## src/rtl/io_burst_reader.sv

```systemverilog
// Burst read engine: splits a word transfer into bounded read bursts toward the
// DMem IO controller and streams the returned words through a FWFT output FIFO.
module io_burst_reader #(
  parameter int AWIDTH        = 32,
  parameter int DWIDTH        = 32,
  parameter int MAX_BURST_LEN = 8,
  parameter int FIFO_DEPTH    = 16
) (
  input  logic              clk,
  input  logic              rst,
  input  logic [AWIDTH-1:0] cmd_addr,
  input  logic [31:0]       cmd_len,
  input  logic              cmd_valid,
  output logic              cmd_ready,
  output logic [AWIDTH-1:0] req_read_addr,
  output logic [31:0]       req_read_len,
  output logic              req_read_addr_valid,
  input  logic              req_read_addr_ready,
  input  logic [DWIDTH-1:0] resp_read_data,
  input  logic              resp_read_data_valid,
  output logic              resp_read_data_ready,
  output logic [DWIDTH-1:0] out_data,
  output logic              out_valid,
  input  logic              out_ready,
  output logic              busy,
  output logic              done
);

  localparam int          PW    = (FIFO_DEPTH > 1) ? $clog2(FIFO_DEPTH) : 1;
  localparam int          CW    = $clog2(FIFO_DEPTH + 1);
  localparam logic [31:0] MAXB  = 32'(MAX_BURST_LEN);
  localparam logic [31:0] DEPTH = 32'(FIFO_DEPTH);

  typedef enum logic [1:0] {IDLE, REQ, RESP} state_t;

  state_t            state, state_nxt;
  logic [AWIDTH-1:0] cur_addr, cur_addr_nxt;
  logic [31:0]       remaining, remaining_nxt;
  logic [31:0]       beat_cnt, beat_cnt_nxt;
  logic [31:0]       burst, free_slots;
  logic              done_q, done_nxt;

  logic [DWIDTH-1:0] mem [FIFO_DEPTH];
  logic [PW-1:0]     wr_ptr, rd_ptr;
  logic [CW-1:0]     count;
  logic              push, pop, fifo_full, fifo_empty;

  assign burst      = (remaining < MAXB) ? remaining : MAXB;
  assign fifo_full  = (count == CW'(FIFO_DEPTH));
  assign fifo_empty = (count == '0);
  assign free_slots = DEPTH - 32'(count);

  assign cmd_ready            = (state == IDLE);
  assign busy                 = (state != IDLE);
  assign done                 = done_q;
  assign req_read_addr        = cur_addr;
  assign req_read_len         = burst;
  // Credit check: only ask for a burst the FIFO can fully absorb.
  assign req_read_addr_valid  = (state == REQ) && (free_slots >= burst);
  assign resp_read_data_ready = (state == RESP) && !fifo_full;
  assign out_valid            = !fifo_empty;
  assign out_data             = mem[rd_ptr];

  assign push = resp_read_data_valid && resp_read_data_ready;
  assign pop  = out_valid && out_ready;

  always_ff @(posedge clk or posedge rst) begin
    if (rst) begin
      state     <= IDLE;
      cur_addr  <= '0;
      remaining <= '0;
      beat_cnt  <= '0;
      done_q    <= 1'b0;
    end else begin
      state     <= state_nxt;
      cur_addr  <= cur_addr_nxt;
      remaining <= remaining_nxt;
      beat_cnt  <= beat_cnt_nxt;
      done_q    <= done_nxt;
    end
  end

  always_comb begin
    state_nxt     = state;
    cur_addr_nxt  = cur_addr;
    remaining_nxt = remaining;
    beat_cnt_nxt  = beat_cnt;
    done_nxt      = 1'b0;
    case (state)
      IDLE: begin
        if (cmd_valid) begin
          cur_addr_nxt  = cmd_addr;
          remaining_nxt = cmd_len;
          beat_cnt_nxt  = '0;
          if (cmd_len == '0) done_nxt  = 1'b1;
          else               state_nxt = REQ;
        end
      end
      REQ: begin
        if (req_read_addr_valid && req_read_addr_ready) begin
          beat_cnt_nxt = '0;
          state_nxt    = RESP;
        end
      end
      RESP: begin
        if (push) begin
          if (beat_cnt == burst - 32'd1) begin
            remaining_nxt = remaining - burst;
            cur_addr_nxt  = cur_addr + AWIDTH'(burst);
            beat_cnt_nxt  = '0;
            if (remaining == burst) begin
              done_nxt  = 1'b1;
              state_nxt = IDLE;
            end else begin
              state_nxt = REQ;
            end
          end else begin
            beat_cnt_nxt = beat_cnt + 32'd1;
          end
        end
      end
      default: state_nxt = IDLE;
    endcase
  end

  always_ff @(posedge clk or posedge rst) begin
    if (rst) begin
      wr_ptr <= '0;
      rd_ptr <= '0;
      count  <= '0;
    end else begin
      if (push) wr_ptr <= wr_ptr + 1'b1;
      if (pop)  rd_ptr <= rd_ptr + 1'b1;
      case ({push, pop})
        2'b10:   count <= count + 1'b1;
        2'b01:   count <= count - 1'b1;
        default: count <= count;
      endcase
    end
  end

  always_ff @(posedge clk) begin
    if (push) mem[wr_ptr] <= resp_read_data;
  end

endmodule

```

## config.mk

```make
export PLATFORM = sky130hd
export DESIGN_NAME = io_burst_reader
export DESIGN_NICKNAME = d
export VERILOG_FILES = /design/src/rtl/io_burst_reader.sv
export SDC_FILE = /design/constraint.sdc
export NUM_CORES = 1
export LEC_CHECK = 0
export CAP_MARGIN = 10
export CORE_MARGIN = 2
export CORE_UTILIZATION = 50
export DETAILED_ROUTE_END_ITERATION = 10
export GPL_ROUTABILITY_DRIVEN = 0
export MAX_ROUTING_LAYER = met4
export PLACE_DENSITY = 0.7
export SLEW_MARGIN = 15
export SYNTH_ARGS = -nofsm -noshare
export SYNTH_HDL_FRONTEND = slang
export SYNTH_SLANG_ARGS = --single-unit
```

## constraint.sdc

```tcl
create_clock -name clk -period 6 [get_ports clk]
set_input_delay 1.2 -clock clk [delete_from_list [all_inputs] [get_ports clk]]
set_output_delay 1.2 -clock clk [all_outputs]
set_load 0.05 [all_outputs]
```

# [Word-level counts from Yosys, hierarchy flattened]
# Memories as Yosys holds them, arrays and structs flattened.
# Cells that the tools add are included.
[word_totals] mem_bits_rw=512 out_inout_bits=102 in_bits=102 romBits=0 regBits=112 memories=1 latch_bits=0 word_cells=79
[op_classes] n_mul=0 eq_ne=12 add_sub_neg=9 muxes=30 n_reduce_logical=17 n_shift=0 order_cmp=2 bitwise=0 div_mod_pow=0
[memory_table] name="mem" depth=16 word_bits=32 read_ports=1 rd_ports_with_merged_regs=0 write_ports=1 line="43" rtl="logic [DWIDTH-1:0] mem [FIFO_DEPTH];"
[op_table] operator="$mux W32" count=11
[op_table] operator="$pmux W32 S2" count=2
[op_table] operator="$pmux W32 S3" count=1
[op_table] operator="$eq A32 B32 Y1" count=2
[op_table] operator="$add A32 B1 Y32 const B" count=1
[op_table] operator="$add A32 B32 Y32" count=1
[op_table] operator="$ge A32 B32 Y1" count=1
[op_table] operator="$logic_not A32 Y1" count=1
[op_table] operator="$lt A32 B4 Y1 const B" count=1
[op_table] operator="$sub A32 B1 Y32 const B" count=1
[op_table] operator="$sub A32 B32 Y32" count=1
[op_table] operator="$mux W2" count=5
[op_table] operator="$pmux W5 S2" count=1
[op_table] operator="$add A4 B1 Y4 const B" count=2
[op_table] operator="$mux W1" count=8
[op_table] operator="$reduce_and A4 Y1" count=2
[op_table] operator="$ne A2 B2 Y1 const B" count=3
[op_table] operator="$pmux W2 S3" count=1
[op_table] operator="$reduce_bool A2 Y1" count=3
[op_table] operator="$sub A5 B5 Y6 const A" count=1
[op_table] operator="$add A5 B1 Y5 const B" count=1
[op_table] operator="$eq A5 B5 Y1 const B" count=1
[op_table] operator="$logic_and A1 B1 Y1" count=5
[op_table] operator="$logic_not A5 Y1" count=1
[op_table] operator="other kinds (9)" count=13

# [Logic depth before layout (Yosys ltp)]
# Gate-level depths: netlist of run 1.
[depth] ltp_word=7 mapped_depth=19 mapped_depth_nobuf=17

# [Worst setup path after synthesis of run 1]
# Ideal clock, no wire load.
[synth_path] path_kind="input-to-reg" startpoint="input resp_read_data_valid" endpoint="memory mem[0][0] (enable)" path_stages=4 setup_time_ns=0.502 path_slack_ns=0.599 t_arrival_ns=4.899 required_time_ns=5.498 path_buffers=1 cell_sequence="and3_1 -> clkbuf_1 -> clkinv_1 -> nor4_1"
[synth_via] elab_chain_len=3
[synth_rtl] item="start: declaration" line="20" rtl="input logic resp_read_data_valid,"
[synth_rtl] item="$logic_and A1 B1 Y1" line="64" rtl="assign push = resp_read_data_valid && resp_read_data_ready;"
[synth_rtl] item="$mux W1" line="143" rtl="if (push) mem[wr_ptr] <= resp_read_data;"
[synth_rtl] item="$mux W1 (not written as such)" line="143"
[synth_rtl] item="end: declaration" line="43"
# Every way passes these cells.

# [Worst setup path after layout of run 1]
[layout_path] startpoint="register remaining[24]" endpoint="output req_read_addr_valid"
[layout_via] elab_chain_len=4
[layout_rtl] item="start: declaration" line="38" rtl="logic [31:0] remaining, remaining_nxt;"
[layout_rtl] item="start signal: assignment" line="77" rtl="remaining <= remaining_nxt;"
[layout_rtl] item="$lt A32 B4 Y1" line="48" rtl="assign burst = (remaining < MAXB) ? remaining : MAXB;"
[layout_rtl] item="$mux W32 *" line="48"
[layout_rtl] item="$ge A32 B32 Y1 *" line="59" rtl="assign req_read_addr_valid = (state == REQ) && (free_slots >= burst);"
[layout_rtl] item="$logic_and A1 B1 Y1 *" line="59"
[layout_rtl] item="end: declaration" line="17" rtl="output logic req_read_addr_valid,"
# Mark *: on every way between the ends. The rest lies on a longest branch, timed or not.

==> results of run 1 <==
[cells by family after synthesis]
logic type               Yosys count  synth area share, %
flip-flops                       624                 64.6
AND/OR/NAND/NOR                  422                 7.46
AO/OA/AOI/OAI                    328                 7.11
multiplexers                     177                 13.4
buffers and inverters            163                 2.65
adder cells (fa/ha/maj)           80                 3.61
XOR/XNOR                          38                 1.18
other                              2               0.0267
[worst max-delay path: stages (launching register included)]
cell	delay [ns]
dfrtp_1	0.46
or4_4	0.61
or4_4	0.47
nor4b_4	0.28
buf_6	0.19
nand2_1	0.09
inv_1	0.11
ha_1	0.23
nand2b_1	0.14
a21o_1	0.18
a21oi_1	0.12
o21ai_0	0.13
a221oi_2	0.28
nand2b_1	0.10
a211oi_1	0.23
nor2_1	0.08
buf_4	0.19
[registers in the layout (all words and copies together) (netlist names)]
signal / count
mem: 512
count: 5
beat_cnt: 32
state: 2
done: 1
wr_ptr: 4
remaining: 32
rd_ptr: 4
req_read_addr: 32
[report_power, final]
group | switching [W] | total [W] | internal [W]
logic | 0.00372 | 0.00641 | 0.00269
registers | 0.000469 | 0.00547 | 0.00500
clock network | 0.00166 | 0.00380 | 0.00214
[through the flow]
stage | utilization, % | worst slack (ns) | total power (W)
2_1_floorplan | - | 0.599 | 0.0101
6_report | 59.6 | 0.303 | 0.0157
3_3_place_gp | 56.0 | 0.812 | 0.0118
3_5_place_dp | 56.0 | 0.680 | 0.0119
5_1_grt | 59.6 | 0.0135 | 0.0165
4_1_cts | 59.6 | 0.0314 | 0.0157
[area by class of cell]
cell class                      count  share of cell area [%]
Inverter                           38                   0.439
Timing Repair Buffer              219                    6.38
Sequential cell                   624                    55.0
Multi-Input combinational cell   1129                    29.2
Tap cell                          748                    2.83
Antenna cell                        4                  0.0303
Clock inverter                     31                   0.557
Clock buffer                       90                    5.49
[worst paths after layout]
check / cells after the start / from / end
setup / recovery: 16 / remaining[24]$_DFFE_PP0P_ / req_read_addr_valid
hold / removal: 1 / remaining[27]$_DFFE_PP0P_ / remaining[27]$_DFFE_PP0P_
setup reg to reg: 16 / remaining[24]$_DFFE_PP0P_ / beat_cnt[13]$_DFFE_PP0P_
hold reg to reg: 1 / remaining[27]$_DFFE_PP0P_ / remaining[27]$_DFFE_PP0P_
max in group asynchronous: 3 / rst / req_read_addr[9]$_DFFE_PP0P_
min in group asynchronous: 2 / rst / beat_cnt[30]$_DFFE_PP0P_
[what timing repair did]
| item | CTS | global route |
|---|---|---|
| setup endpoints to repair | 0 | 1 |
| setup buffers | 0 | 1 |
| resized for setup | 0 | 4 |
[per-layer routing]
metal	GRT usage [%]	vias to the layer above	routed length, um
met5	-	-	0
met4	6.17	0	1560
met3	4.52	117	4380
met2	38.0	581	32400
met1	31.7	8718	27300
li1	-	7633	-
[cells in the final DEF, fill, tap and decap left out, types with 6 or more instances in the layout]
cell type,Yosys,layout
nor3b_1,6,6
inv_1,37,36
clkbuf_16,0,68
o21ai_0,76,76
nor4_1,30,26
mux2i_1,14,14
nand2b_1,10,9
nand4_1,25,25
and3_1,12,8
or4_1,8,7
buf_4,29,42
dfrtp_1,112,108
xnor2_1,27,27
o31ai_1,6,6
a22oi_1,8,8
clkbuf_1,71,19
conb_1,2,84
clkinv_2,0,8
and2_1,11,7
ha_1,78,78
a21o_1,28,28
and4_1,9,9
nor2_1,98,93
nor2b_1,7,6
o21ai_1,13,12
xor2_1,11,11
a21oi_1,108,107
a31oi_1,24,24
edfxtp_1,512,512
o2bb2ai_1,7,7
mux4_2,160,160
or2_2,7,7
nand2_1,115,115
or3_1,13,13
nand3_1,25,25
a211oi_1,12,12
clkinv_1,1,16
nor3_1,39,38
clkdlybuf4s50_1,0,174
==> flow_summary_export.csv, run 1 <==
group,metric,value,unit
placed_design,io_buffer_count,175,
placed_design,place_hpwl,40.3,mm
clocking,cts_tree,"yes",
run_status,status,"complete, no violations",
yosys,synth_seq_cells,624,
floorplanning,start_util,50.8,%
sta,min_period_over_period,95.0,%
yosys,async_flop_share,17.9,%
clocking,clk_path_buf_depth,3,
global_route,antenna_found_initial,4,
sta,grt_setup_unrepaired,"no",
sta,tightest_slew,1.21,ns
sta,slew_headroom,19.4,%
yosys,syn_avg_cell_area,15.4,sq um
yosys,seq_area_frac_synth,64.6,%
sta,fmax,0.176,GHz
yosys,synth_flop_cell,"edfxtp_1",
floorplanning,fp.dieH,241,um
critical_path,worstSetupPathType,"reg2out",
routing,drtIter0Drc,1394,
yosys,synth.cell_area,28200,sq um
final_layout,drive_above_1_share,15.9,%
power_and_ir_drop,ir_drop,0.406,mV
sta,fin_worst_skew,0.0151,ns
clocking,clock_latency,0.60,ns
worst_hold_path,worstHoldPathType,"reg2reg",
global_route,grt_pass1_wl,101,mm
yosys,synth_edf_count,512,
flow_run,drv_cap,0,
routing,detail-route-antenna-nets,0,
clocking,clockRootBuffer,"clkbuf_16",
sta,hold_viol,0,
yosys,synth_area_leaders,"edfxtp_1 (55%), mux4_2 (13%), dfrtp_1 (10%)",
clocking,hold_buffers,0,
routing,drc_errors,0,
floorplanning,die_x,241,um
yosys,synth_commonest_cells,"edfxtp_1 (512), mux4_2 (160), nand2_1 (115)",
clocking,cts_sinks,624,
sta,setup_violations,0,
floorplanning,core,55400,sq um
critical_path,critical_path_arrival,4.50,ns
global_route,grt_use_total,23.8,%
placed_design,post_dp_cell_area,31000,sq um
routing,vias_per_cell,5.91,
floorplanning,ios,204,
yosys,synth_top_cell_by_area,"edfxtp_1",
sta,hold_ws,0.495,ns
final_layout,fin_cells,2883,
clocking,h-tree-depth,3,
routing,drt_pre_antenna_iters,5,
final_layout,syn_to_final_growth,17.4,%
routing,dr_total_vias,17000,
final_layout,fill_cells,4117,
final_layout,nets,2260,
final_layout,multi_input_area,9660,sq um
sta,layout_min_cycle_time,5.70,ns
global_route,grt_pass1_vias,17100,
final_layout,seqCellArea,18200,sq um
clocking,clk_pin_slew,0.06,ns
yosys,ys_types,70,
yosys,yosys_warnings,0,
power_and_ir_drop,p_per_area,475,nW/um^2
final_layout,stdcell_area,33000,sq um
critical_path,worstSetupStartpointType,"register",
yosys,synth_top_cell_area_share,54.6,%
yosys,synth.most_common_cell,"edfxtp_1",
critical_path,worst_ep_required_time,4.80,ns
floorplanning,num_rows,86,
routing,routed_wirelength,65.7,mm
critical_path,ff2ff_setup_slack,0.98,ns
floorplanning,dieArea,58200,sq um
global_route,grt_max_degree,81,
sta,tns,0,ns
power_and_ir_drop,leakage,11.6,nW
critical_path,path_max_fanout,12,
sta,drv_slew,0,
clocking,cts_buffers,66,
critical_path,endpoint_kind,"output port",
yosys,synthCells,1834,
routing,wire_per_inst,22.8,um
global_route,grt.overflow.total,0,
placed_design,dp.cells,2757,
(Power assumes the default switching activity.)
==> run 2: changes to the inputs <==
ABC_AREA = 1   (was unset)
PLACE_DENSITY = 0.69   (was 0.7)
==> run 2 against run 1 <==
Register-to-register slack improved by 0.34 ns. Via count is 30% higher. Largest cell class unchanged. Sequential cell count is the same. Global-route usage up 1.3 points. Sequential power up 1%. Fmax increased by 3.0%. Combinational power is 13% higher. Sequential share of layout area is 3.0 points lower.
==> flow_summary_export.csv, run 2 <==
group,metric,value,unit
global_route,grt_use_total,25.1,%
yosys,synth_commonest_cells,"nand2_1 (529), edfxtp_1 (512), nor2_1 (351)",
placed_design,io_buffer_count,175,
yosys,synth_top_cell_by_area,"edfxtp_1",
final_layout,layout_common_cells,"nand2_1 (527), edfxtp_1 (512), nor2_1 (336)",
global_route,grt.overflow.total,0,
critical_path,worst_ep_required_time,4.80,ns
critical_path,path_max_fanout,7,
clocking,cts_buffers,67,
worst_hold_path,min_from,"req_read_addr[16]$_DFFE_PP0P_",
critical_path,timing.rr.end,"remaining[31]$_DFFE_PP0P_",
yosys,syn_avg_cell_area,10.6,sq um
sta,grt_setup_unrepaired,"no",
final_layout,largest_register,"mem",
final_layout,largest_reg_flops,512,
run_status,status,"complete, no violations",
floorplanning,num_rows,89,
sta,tightest_slew,1.05,ns
critical_path,worstSetupPathType,"reg2out",
critical_path,critical_path_arrival,4.33,ns
worst_hold_path,hold-path-cell-count,2,
sta,drv_slew,0,
floorplanning,dieArea,62200,sq um
global_route,grt_max_degree,105,
final_layout,stdcell_area,35000,sq um
critical_path,worstSetupStartpointType,"register",
floorplanning,start_util,50.8,%
routing,drc_errors,0,
clocking,hold_buffers,0,
floorplanning,ios,204,
sta,tns,0,ns
yosys,synthCells,2849,
routing,dr_total_vias,22200,
critical_path,ff2ff_setup_slack,1.32,ns
global_route,antenna_found_initial,3,
sta,hold_ws,0.515,ns
routing,detail-route-antenna-nets,0,
power_and_ir_drop,leakage,13.7,nW
final_layout,fill_cells,4768,
placed_design,place_hpwl,46.9,mm
sta,slew_headroom,30.2,%
final_layout,drive_above_1_share,5.79,%
final_layout,layout_commonest_cell,"nand2_1",
yosys,ys_types,52,
critical_path,reg2regPathDepth,22,
worst_hold_path,worstHoldPathType,"reg2reg",
clocking,cts_sinks,624,
clocking,clk_path_buf_depth,3,
yosys,synth_top_cell_area_share,51.1,%
final_layout,syn_to_final_growth,16.2,%
floorplanning,die_x,249,um
final_layout,nets,3222,
yosys,synth_edf_count,512,
critical_path,endpoint_kind,"output port",
yosys,synth.most_common_cell,"nand2_1",
routing,drt_pre_antenna_iters,5,
critical_path,r2r_start,"remaining[19]$_DFFE_PP0P_",
yosys,yosys_warnings,0,
yosys,synth.cell_area,30100,sq um
sta,layout_min_cycle_time,5.53,ns
final_layout,fin_util,59.1,%
routing,drtIter0Drc,2057,
sta,setup_violations,0,
global_route,grt_pass1_vias,21700,
routing,wire_per_inst,19.8,um
global_route,grt_pass1_wl,120,mm
yosys,async_flop_share,17.9,%
power_and_ir_drop,ir_drop,0.546,mV
clocking,cts_resized,0,
yosys,synth_flop_cell,"edfxtp_1",
clocking,clk_pin_slew,0.06,ns
power_and_ir_drop,p_per_area,483,nW/um^2
routing,vias_per_cell,5.74,
clocking,cts_setup_buffers,0,
yosys,seq_area_frac_synth,60.4,%
clocking,clock_latency,0.61,ns
flow_run,drv_cap,0,
clocking,cts_tree,"yes",
clocking,clockRootBuffer,"clkbuf_16",
sta,fin_worst_skew,0.0244,ns
floorplanning,core,59200,sq um
sta,fmax,0.181,GHz
clocking,h-tree-depth,3,
sta,min_period_over_period,92.2,%
yosys,synth_area_leaders,"edfxtp_1 (51%), dfrtp_1 (9.3%), nand2_1 (6.6%)",
floorplanning,fp.dieH,249,um
placed_design,post_dp_cell_area,32800,sq um
routing,routed_wirelength,76.6,mm
yosys,synth_seq_cells,624,
sta,hold_viol,0,
worst_hold_path,holdPathEnd,"req_read_addr[16]$_DFFE_PP0P_",
run 2: routing by layer:
metal / up-vias / part of all wire (%) / GRT usage, % / wire [um]
met5: - / 0 / - / 0
met4: 0 / 3.1 / 8.71 / 2400
met3: 138 / 5.9 / 3.63 / 4530
met2: 762 / 49 / 40.8 / 37500
met1: 10800 / 42 / 32.3 / 32200
li1: 10500 / - / - / -
run 2: area by class of cell:
type	count	area (sq um)	share of cell area, %
flip-flops and latches	624	18200	52.0
multi-input cells	1977	11000	31.3
repair buffers	209	2070	5.92
clock buffers	91	1800	5.14
well taps	773	967	2.76
inverters	161	609	1.74
clock inverters	32	389	1.11
diodes	3	7.51	0.0215
run 2: metrics by stage:
step                      power, W  std cells  setup slack (ns)
after CTS                   0.0169       3867             0.456
after detailed placement    0.0128       3744              1.12
after floorplan             0.0107       2931              1.09
after global placement      0.0126       3744              1.18
after global routing        0.0178       3870             0.117
final                       0.0169       3870             0.468
run 2: power breakdown:
part           internal [W]  total, W  switching, W
registers           0.00502   0.00553      0.000508
logic               0.00233   0.00726       0.00493
clock network       0.00239   0.00411       0.00172
total               0.00975    0.0169       0.00716
run 2: critical path, cell delays in order, from the launching register on:
cell and delay (ns):
dfrtp_1 0.46, nor2_1 0.12, nand2_1 0.10, nor2_1 0.16, nand2_1 0.20, inv_1 0.15
nand2_1 0.15, nor2_1 0.23, inv_1 0.14, ha_1 0.32, a21oi_1 0.06, o21ai_0 0.22
nand2_1 0.09, o211ai_1 0.09, nand2_1 0.07, nand2_1 0.05, nand2_1 0.04, nand3_1 0.11
nand2_1 0.07, inv_1 0.07, clkdlybuf4s50_1 0.80
run 2: cells by family (layout without fill, tap and decap cells):
| logic type | count (synthesis) | count (layout) | share of synthesized area [%] |
|---|---|---|---|
| and+or+nand+nor | 1146 | 1146 | 15.9 |
| DFF | 624 | 624 | 60.4 |
| AOI/OAI and AO/OA | 509 | 509 | 10.7 |
| buffers and inverters | 330 | 493 | 4.70 |
| muxes | 94 | 94 | 3.12 |
| adders and majority gates | 80 | 80 | 3.37 |
| xor gates and xnor gates | 64 | 64 | 1.86 |
| other | 2 | 87 | 0.0249 |
run 2: worst max-delay path by stage:
stage | from | to | slack, ns
final | remaining[19]$_DFFE_PP0P_ | req_read_addr_valid | 0.47
after detailed placement | remaining[20]$_DFFE_PP0P_ | req_read_addr_valid | 1.12
after global routing | remaining[20]$_DFFE_PP0P_ | req_read_addr_valid | 0.12
after CTS | remaining[20]$_DFFE_PP0P_ | req_read_addr_valid | 0.46
after global placement | remaining[22]$_DFFE_PP0P_ | req_read_addr_valid | 1.18
after floorplan | remaining[20]$_DFFE_PP0P_ | req_read_addr_valid | 1.09
